### src/rtl/lmi_dfill_resp_pkg.sv
// rtl/lmi_dfill_resp_pkg.sv - shared state encodings and line geometry for the LMI dcache fill responder
package lmi_dfill_resp_pkg;

    // Responder sequencing states
    typedef enum logic [1:0] {
        RSP_ST_IDLE = 2'd0,
        RSP_ST_RD   = 2'd1,
        RSP_ST_WR   = 2'd2
    } rsp_state_e;

    // Cache line geometry seen by the LMI port
    localparam int LMI_LINE_WORDS = 4;
    localparam int LMI_OFS_W      = $clog2(LMI_LINE_WORDS);

endpackage

### src/rtl/lmi_dfill_resp.sv
// rtl/lmi_dfill_resp.sv - LMI memory-side responder: line fills, uncached reads and single-word writes
//
// Sequences dcache requests onto a single-port, variable-latency memory.
// Ports:
//   CLK, RESET_N                      clock, asynchronous active-low reset
//   REQ_VAL/REQ_RDY                   request handshake (REQ_RDY high only in IDLE)
//   REQ_LINE, REQ_WR, REQ_ADDR,
//   REQ_WDATA                         request kind, word address, write data
//   MEM_REQ, MEM_WE, MEM_ADDR,
//   MEM_WDATA                         registered memory access
//   MEM_RDY, MEM_RDATA                access completion and read data
//   DS_VAL, DS_DATA, DS_WORD, DS_LAST returned read word stream (critical word first)
//   WR_ACK                            one-cycle write completion pulse
module lmi_dfill_resp
    import lmi_dfill_resp_pkg::*;
#(
    parameter int DATA_W     = 32,
    parameter int ADDR_W     = 30,
    parameter int LINE_WORDS = LMI_LINE_WORDS,
    parameter int OFS_W      = LMI_OFS_W
) (
    input  logic              CLK,
    input  logic              RESET_N,
    input  logic              REQ_VAL,
    output logic              REQ_RDY,
    input  logic              REQ_LINE,
    input  logic              REQ_WR,
    input  logic [ADDR_W-1:0] REQ_ADDR,
    input  logic [DATA_W-1:0] REQ_WDATA,
    output logic              MEM_REQ,
    output logic              MEM_WE,
    output logic [ADDR_W-1:0] MEM_ADDR,
    output logic [DATA_W-1:0] MEM_WDATA,
    input  logic              MEM_RDY,
    input  logic [DATA_W-1:0] MEM_RDATA,
    output logic              DS_VAL,
    output logic [DATA_W-1:0] DS_DATA,
    output logic [OFS_W-1:0]  DS_WORD,
    output logic              DS_LAST,
    output logic              WR_ACK
);

    localparam int BASE_W = ADDR_W - OFS_W;
    // Remaining-word counter must hold the full LINE_WORDS value
    localparam int CNT_W  = OFS_W + 1;

    rsp_state_e        r_state, w_state_nxt;
    logic [BASE_W-1:0] r_base,  w_base_nxt;
    logic [OFS_W-1:0]  r_ofs,   w_ofs_nxt;
    logic [CNT_W-1:0]  r_rem,   w_rem_nxt;

    logic              r_mem_req,   w_mem_req_nxt;
    logic              r_mem_we,    w_mem_we_nxt;
    logic [ADDR_W-1:0] r_mem_addr,  w_mem_addr_nxt;
    logic [DATA_W-1:0] r_mem_wdata, w_mem_wdata_nxt;
    logic              r_ds_val,    w_ds_val_nxt;
    logic [DATA_W-1:0] r_ds_data,   w_ds_data_nxt;
    logic [OFS_W-1:0]  r_ds_word,   w_ds_word_nxt;
    logic              r_ds_last,   w_ds_last_nxt;
    logic              r_wr_ack,    w_wr_ack_nxt;

    // Offset wraps modulo LINE_WORDS through natural OFS_W-bit overflow
    logic [OFS_W-1:0]  w_ofs_inc;
    logic              w_last_word;

    assign w_ofs_inc   = r_ofs + 1'b1;
    assign w_last_word = (r_rem == CNT_W'(1));

    always_ff @(posedge CLK or negedge RESET_N) begin
        if (!RESET_N) begin
            r_state <= RSP_ST_IDLE;
        end else begin
            r_state <= w_state_nxt;
        end
    end

    always_comb begin
        w_state_nxt     = r_state;
        w_base_nxt      = r_base;
        w_ofs_nxt       = r_ofs;
        w_rem_nxt       = r_rem;
        w_mem_req_nxt   = r_mem_req;
        w_mem_we_nxt    = r_mem_we;
        w_mem_addr_nxt  = r_mem_addr;
        w_mem_wdata_nxt = r_mem_wdata;
        w_ds_val_nxt    = 1'b0;
        w_ds_data_nxt   = r_ds_data;
        w_ds_word_nxt   = r_ds_word;
        w_ds_last_nxt   = 1'b0;
        w_wr_ack_nxt    = 1'b0;

        case (r_state)
            RSP_ST_IDLE: begin
                if (REQ_VAL) begin
                    w_mem_req_nxt  = 1'b1;
                    w_mem_addr_nxt = REQ_ADDR;
                    if (REQ_WR) begin
                        w_state_nxt     = RSP_ST_WR;
                        w_mem_we_nxt    = 1'b1;
                        w_mem_wdata_nxt = REQ_WDATA;
                    end else begin
                        w_state_nxt  = RSP_ST_RD;
                        w_mem_we_nxt = 1'b0;
                        w_base_nxt   = REQ_ADDR[ADDR_W-1:OFS_W];
                        w_ofs_nxt    = REQ_ADDR[OFS_W-1:0];
                        w_rem_nxt    = REQ_LINE ? CNT_W'(LINE_WORDS) : CNT_W'(1);
                    end
                end
            end

            RSP_ST_RD: begin
                if (MEM_RDY) begin
                    w_ds_val_nxt  = 1'b1;
                    w_ds_data_nxt = MEM_RDATA;
                    w_ds_word_nxt = r_ofs;
                    w_ds_last_nxt = w_last_word;
                    w_ofs_nxt     = w_ofs_inc;
                    w_rem_nxt     = r_rem - 1'b1;
                    if (w_last_word) begin
                        w_state_nxt   = RSP_ST_IDLE;
                        w_mem_req_nxt = 1'b0;
                    end else begin
                        // Line base is fixed; only the offset advances
                        w_mem_addr_nxt = {r_base, w_ofs_inc};
                    end
                end
            end

            RSP_ST_WR: begin
                if (MEM_RDY) begin
                    w_state_nxt   = RSP_ST_IDLE;
                    w_mem_req_nxt = 1'b0;
                    w_mem_we_nxt  = 1'b0;
                    w_wr_ack_nxt  = 1'b1;
                end
            end

            default: begin
                w_state_nxt   = RSP_ST_IDLE;
                w_mem_req_nxt = 1'b0;
                w_mem_we_nxt  = 1'b0;
            end
        endcase
    end

    always_ff @(posedge CLK or negedge RESET_N) begin
        if (!RESET_N) begin
            r_base      <= '0;
            r_ofs       <= '0;
            r_rem       <= '0;
            r_mem_req   <= 1'b0;
            r_mem_we    <= 1'b0;
            r_mem_addr  <= '0;
            r_mem_wdata <= '0;
            r_ds_val    <= 1'b0;
            r_ds_data   <= '0;
            r_ds_word   <= '0;
            r_ds_last   <= 1'b0;
            r_wr_ack    <= 1'b0;
        end else begin
            r_base      <= w_base_nxt;
            r_ofs       <= w_ofs_nxt;
            r_rem       <= w_rem_nxt;
            r_mem_req   <= w_mem_req_nxt;
            r_mem_we    <= w_mem_we_nxt;
            r_mem_addr  <= w_mem_addr_nxt;
            r_mem_wdata <= w_mem_wdata_nxt;
            r_ds_val    <= w_ds_val_nxt;
            r_ds_data   <= w_ds_data_nxt;
            r_ds_word   <= w_ds_word_nxt;
            r_ds_last   <= w_ds_last_nxt;
            r_wr_ack    <= w_wr_ack_nxt;
        end
    end

    assign REQ_RDY   = (r_state == RSP_ST_IDLE);
    assign MEM_REQ   = r_mem_req;
    assign MEM_WE    = r_mem_we;
    assign MEM_ADDR  = r_mem_addr;
    assign MEM_WDATA = r_mem_wdata;
    assign DS_VAL    = r_ds_val;
    assign DS_DATA   = r_ds_data;
    assign DS_WORD   = r_ds_word;
    assign DS_LAST   = r_ds_last;
    assign WR_ACK    = r_wr_ack;

endmodule

### config.mk
export PLATFORM = sky130hd
export DESIGN_NAME = lmi_dfill_resp
export DESIGN_NICKNAME = d
export VERILOG_FILES = /design/src/rtl/lmi_dfill_resp_pkg.sv /design/src/rtl/lmi_dfill_resp.sv
export SDC_FILE = /design/constraint.sdc
export NUM_CORES = 1
export LEC_CHECK = 0
export CORE_MARGIN = 5
export CORE_UTILIZATION = 40
export CTS_CLUSTER_SIZE = 10
export DETAILED_ROUTE_END_ITERATION = 12
export HOLD_SLACK_MARGIN = 0.12
export PLACE_DENSITY_LB_ADDON = 0.25
export SYNTH_ARGS = -nofsm -noshare
export SYNTH_HDL_FRONTEND = slang
export SYNTH_SLANG_ARGS = --single-unit
export TNS_END_PERCENT = 50
### constraint.sdc
create_clock -name CLK -period 2.2 [get_ports CLK]
set_clock_uncertainty 0.05 [all_clocks]
set_input_delay 0.44 -clock CLK [delete_from_list [all_inputs] [get_ports CLK]]
set_output_delay 0.44 -clock CLK [all_outputs]
set_load 0.1 [all_outputs]
==> parameters.txt <==
Parameter                              Value

Global routing
  Largest net degree at the start of global routing    56
  Total global routing overflow    0
  Tot GR Track Use    0.174
  Number of global-route vias before repair    4399
  Global-route wire length before repair    22300 µm
  Initial antenna violation count    0

Clock network
  Hold bufs inserted after CTS    1
  Worst-path clk slew    0.06 ns
  Max Root-Sink Buffers    2
  Clk Tree Root Cell    sky130_fd_sc_hd__clkbuf_16
  Clock latency of the later-clocked register in the worst-skew pair    0.41 ns
  CTS Buf Count    17
  H-tree depth    4
  Number of clock sinks    136
  Post-cts resize count    0
  Setup repair bufs after CTS    0
  TritonCTS clock tree    built

Setup path
  Origin of the critical flop-to-flop path    r_rem[0]$_DFFE_PN0P_
  Startpoint type of the worst setup path    register
  Largest fanout of any net on the critical path    9
  Required time of the critical path    2.44 ns
  Crit path from    r_rem[0]$_DFFE_PN0P_
  Classification of the worst setup path    register to register
  Kind of end point of the critical path    register
  Worst endpoint data arrival time    2.13 ns

Floorplan
  Die height    128 µm
  I/O pin cnt    202
  Core outline area    0.0138 mm²
  Die boundary width    128 µm
  # rows    43
  Effective utilization at floorplan    0.406
  Total Die Area    0.0165 mm²

Yosys
  Xor and xnor area share after synthesis    0.00156
  Register bit count reported by yosys    136
  Share of the synthesized area in the top cell type    0.607
  Synth Cell Area    0.00561 mm²
  Simple logic cell fraction of the synthesized area    0.0870
  Syn_area_per_cell    13.3 µm²
  Proportion of synthesized area in mux cells    0.251
  Combinational family with the most area after synthesis    multiplexers
  Synth Net Count    524
  Post-synthesis cell count    422
  YS warnings    0
  Synth Area in Compound Gates    0.0203
  Number of unique standard cell types used by synthesis    29
  Area share of fa/ha/maj cells after synthesis    0.00446
  Cell type contributing the most total cell area after synthesis    sky130_fd_sc_hd__dfrtp_1
  Part of the Yosys area used for sequential elements    0.607
  Area contributors post-synth    sky130_fd_sc_hd__dfrtp_1 (61%), sky130_fd_sc_hd__mux2_2 (24%), sky130_fd_sc_hd__nand2_1 (6.0%)

Cells and area
  N_diodes    0
  Share of cells above drive strength 1    0.425
  Area taken by flip-flops and latches    0.00340 mm²
  Final net count    739
  Area taken by multi-input logic gates    0.00206 mm²
  Area growth from synthesis to final layout    49.4%
  Final core occ    0.606
  Number of standard cells in the final layout excluding fillers    830
  FILL cells    1069

Routing
  Number of remaining DRC errors    0
  Vias after detailed routing    3946
  Total detailed-routing wirelength    14000 µm
  Average wire per cell in the routed design    16.9 µm
  Number of optimization iterations in the first detailed-route pass    4
  Initial detailed-routing violation count    180
  Remaining antenna violation count    0
  Via count normalized by instance count    4.75

Hold path
  Type of the tightest min-delay check    register to register
  Hold Startpoint    r_base[11]$_DFFE_PN0P_

STA
  Final slew viol count    0
  Final setup vio count    0
  Sum of negative setup slack    0 ns
  Setup repair after global routing missed its margin    false
  Tcrit/Tclk final    0.858
  Final hold violations    0
  Relative slew margins    0.716
  Peak clock frequency supported by timing    530 MHz
  Transition time of the tightest slew-check pin    0.425 ns
  Post-layout minimum cycle time    1.89 ns

Job
  Number of violations of the max-capacitance limit    0

Placed design
  Post-DP HPWL    10200 µm
  Number of I/O port buffers    201
  Routability-driven placement congestion ratio    0.735
  Placed Cells incl. Taps    797

Outcome
  Status    complete, no violations
-- worst max-delay path, stage by stage, from the launching register on --
cell and delay, ns:
sky130_fd_sc_hd__dfrtp_1 0.41, sky130_fd_sc_hd__ha_1 0.23, sky130_fd_sc_hd__nand2b_1 0.12, sky130_fd_sc_hd__nand3_1 0.15, sky130_fd_sc_hd__a21oi_4 0.23, sky130_fd_sc_hd__buf_4 0.21, sky130_fd_sc_hd__mux2_2 0.35
-- worst paths after layout --
path | endpoint | depth (start not counted) | slack, ns
min | r_base[11]$_DFFE_PN0P_ | 2 | 0.42
max reg2reg | MEM_ADDR[17]$_DFFE_PN0P_ | 6 | 0.31
max | MEM_ADDR[17]$_DFFE_PN0P_ | 6 | 0.31
min reg2reg | r_base[11]$_DFFE_PN0P_ | 2 | 0.42
max in group asynchronous | r_base[10]$_DFFE_PN0P_ | 3 | 0.98
min in group asynchronous | DS_DATA[23]$_DFFE_PN0P_ | 2 | 0.46
-- per-stage QoR --
step / setup slack [ns] / hold slack [ns] / instance area (µm²)
finish: 0.312 / 0.425 / 8380
global route: 0.222 / 0.437 / 8380
CTS: 0.297 / 0.426 / 8380
detailed placement: 0.158 / 0.338 / 7660
global placement: 0.157 / 0.331 / 7660
floorplan: 0.192 / 0.0944 / 5620
-- layout by cell type (no fill, tap or decap), types with 2 or more instances in the layout --
| cell type | instances |
|---|---|
| sky130_fd_sc_hd__dfrtp_1 | 136 |
| sky130_fd_sc_hd__mux2_2 | 118 |
| sky130_fd_sc_hd__buf_4 | 112 |
| sky130_fd_sc_hd__clkdlybuf4s50_1 | 98 |
| sky130_fd_sc_hd__nand2_1 | 89 |
| sky130_fd_sc_hd__clkbuf_16 | 17 |
| sky130_fd_sc_hd__mux2_1 | 7 |
| sky130_fd_sc_hd__bufinv_16 | 7 |
| sky130_fd_sc_hd__nor2_1 | 6 |
| sky130_fd_sc_hd__o21ai_0 | 6 |
| sky130_fd_sc_hd__buf_12 | 6 |
| sky130_fd_sc_hd__inv_1 | 5 |
| sky130_fd_sc_hd__nand2b_1 | 4 |
| sky130_fd_sc_hd__a21oi_1 | 4 |
| sky130_fd_sc_hd__a31oi_1 | 3 |
| sky130_fd_sc_hd__nand3b_1 | 2 |
| sky130_fd_sc_hd__and3_1 | 2 |
| sky130_fd_sc_hd__o21ai_1 | 2 |
| sky130_fd_sc_hd__ha_1 | 2 |
| sky130_fd_sc_hd__clkinv_2 | 2 |
| sky130_fd_sc_hd__clkinvlp_4 | 2 |
| sky130_fd_sc_hd__clkbuf_8 | 2 |
-- flip-flops by register name (all words and copies together) (netlist names), 2 cells and up --
signal and count:
DS_WORD 2, r_base 28, r_ofs 2, DS_DATA 32, r_rem 3, r_state 2
MEM_WDATA 32, MEM_ADDR 30
-- routing by layer --
metal / vias up / global-route usage / part of all wire
li1: 1859 / - / -
met1: 1949 / 0.197 / 0.38
met2: 118 / 0.294 / 0.52
met3: 20 / 0.0739 / 0.071
met4: 0 / 0.0649 / 0.021
met5: - / 0 / 0
-- layout make-up --
cell class	instances	share of cell area
sequential	136	0.406
clock inverter	12	0.0291
timing repair buffer	218	0.234
tap	180	0.0269
multi-input combinational	259	0.246
clock buffer	20	0.0545
inverter	5	0.00224
-- synth_stat cells --
cell	count
sky130_fd_sc_hd__a31oi_1	3
sky130_fd_sc_hd__a21oi_1	5
sky130_fd_sc_hd__nor3_4	1
sky130_fd_sc_hd__nor3b_1	1
sky130_fd_sc_hd__mux2_2	118
sky130_fd_sc_hd__inv_1	5
sky130_fd_sc_hd__nand3_1	1
sky130_fd_sc_hd__ha_1	2
sky130_fd_sc_hd__dfrtp_1	136
sky130_fd_sc_hd__and2_4	1
sky130_fd_sc_hd__and3_1	2
sky130_fd_sc_hd__or4b_4	1
sky130_fd_sc_hd__nor2_1	7
sky130_fd_sc_hd__nand2b_1	5
sky130_fd_sc_hd__o21ai_0	6
sky130_fd_sc_hd__buf_6	3
sky130_fd_sc_hd__nand4b_1	1
sky130_fd_sc_hd__o21ai_1	2
sky130_fd_sc_hd__nand2_1	89
sky130_fd_sc_hd__xor2_1	1
sky130_fd_sc_hd__o31ai_2	1
sky130_fd_sc_hd__clkbuf_1	1
sky130_fd_sc_hd__o2bb2ai_1	1
sky130_fd_sc_hd__nand3b_1	2
sky130_fd_sc_hd__buf_4	6
sky130_fd_sc_hd__buf_2	12
sky130_fd_sc_hd__a31o_2	1
sky130_fd_sc_hd__mux2_1	7
sky130_fd_sc_hd__and3b_1	1
-- cells by family after synthesis --
logic type	after synthesis
AOI/OAI and AO/OA	19
xor gates and xnor gates	1
adders and majority gates	2
buffers and inverters	27
DFF	136
muxes	125
and+or+nand+nor	112
Power is not shown: default switching activity piles up to over one toggle a cycle in this logic, so the estimate is an artifact.
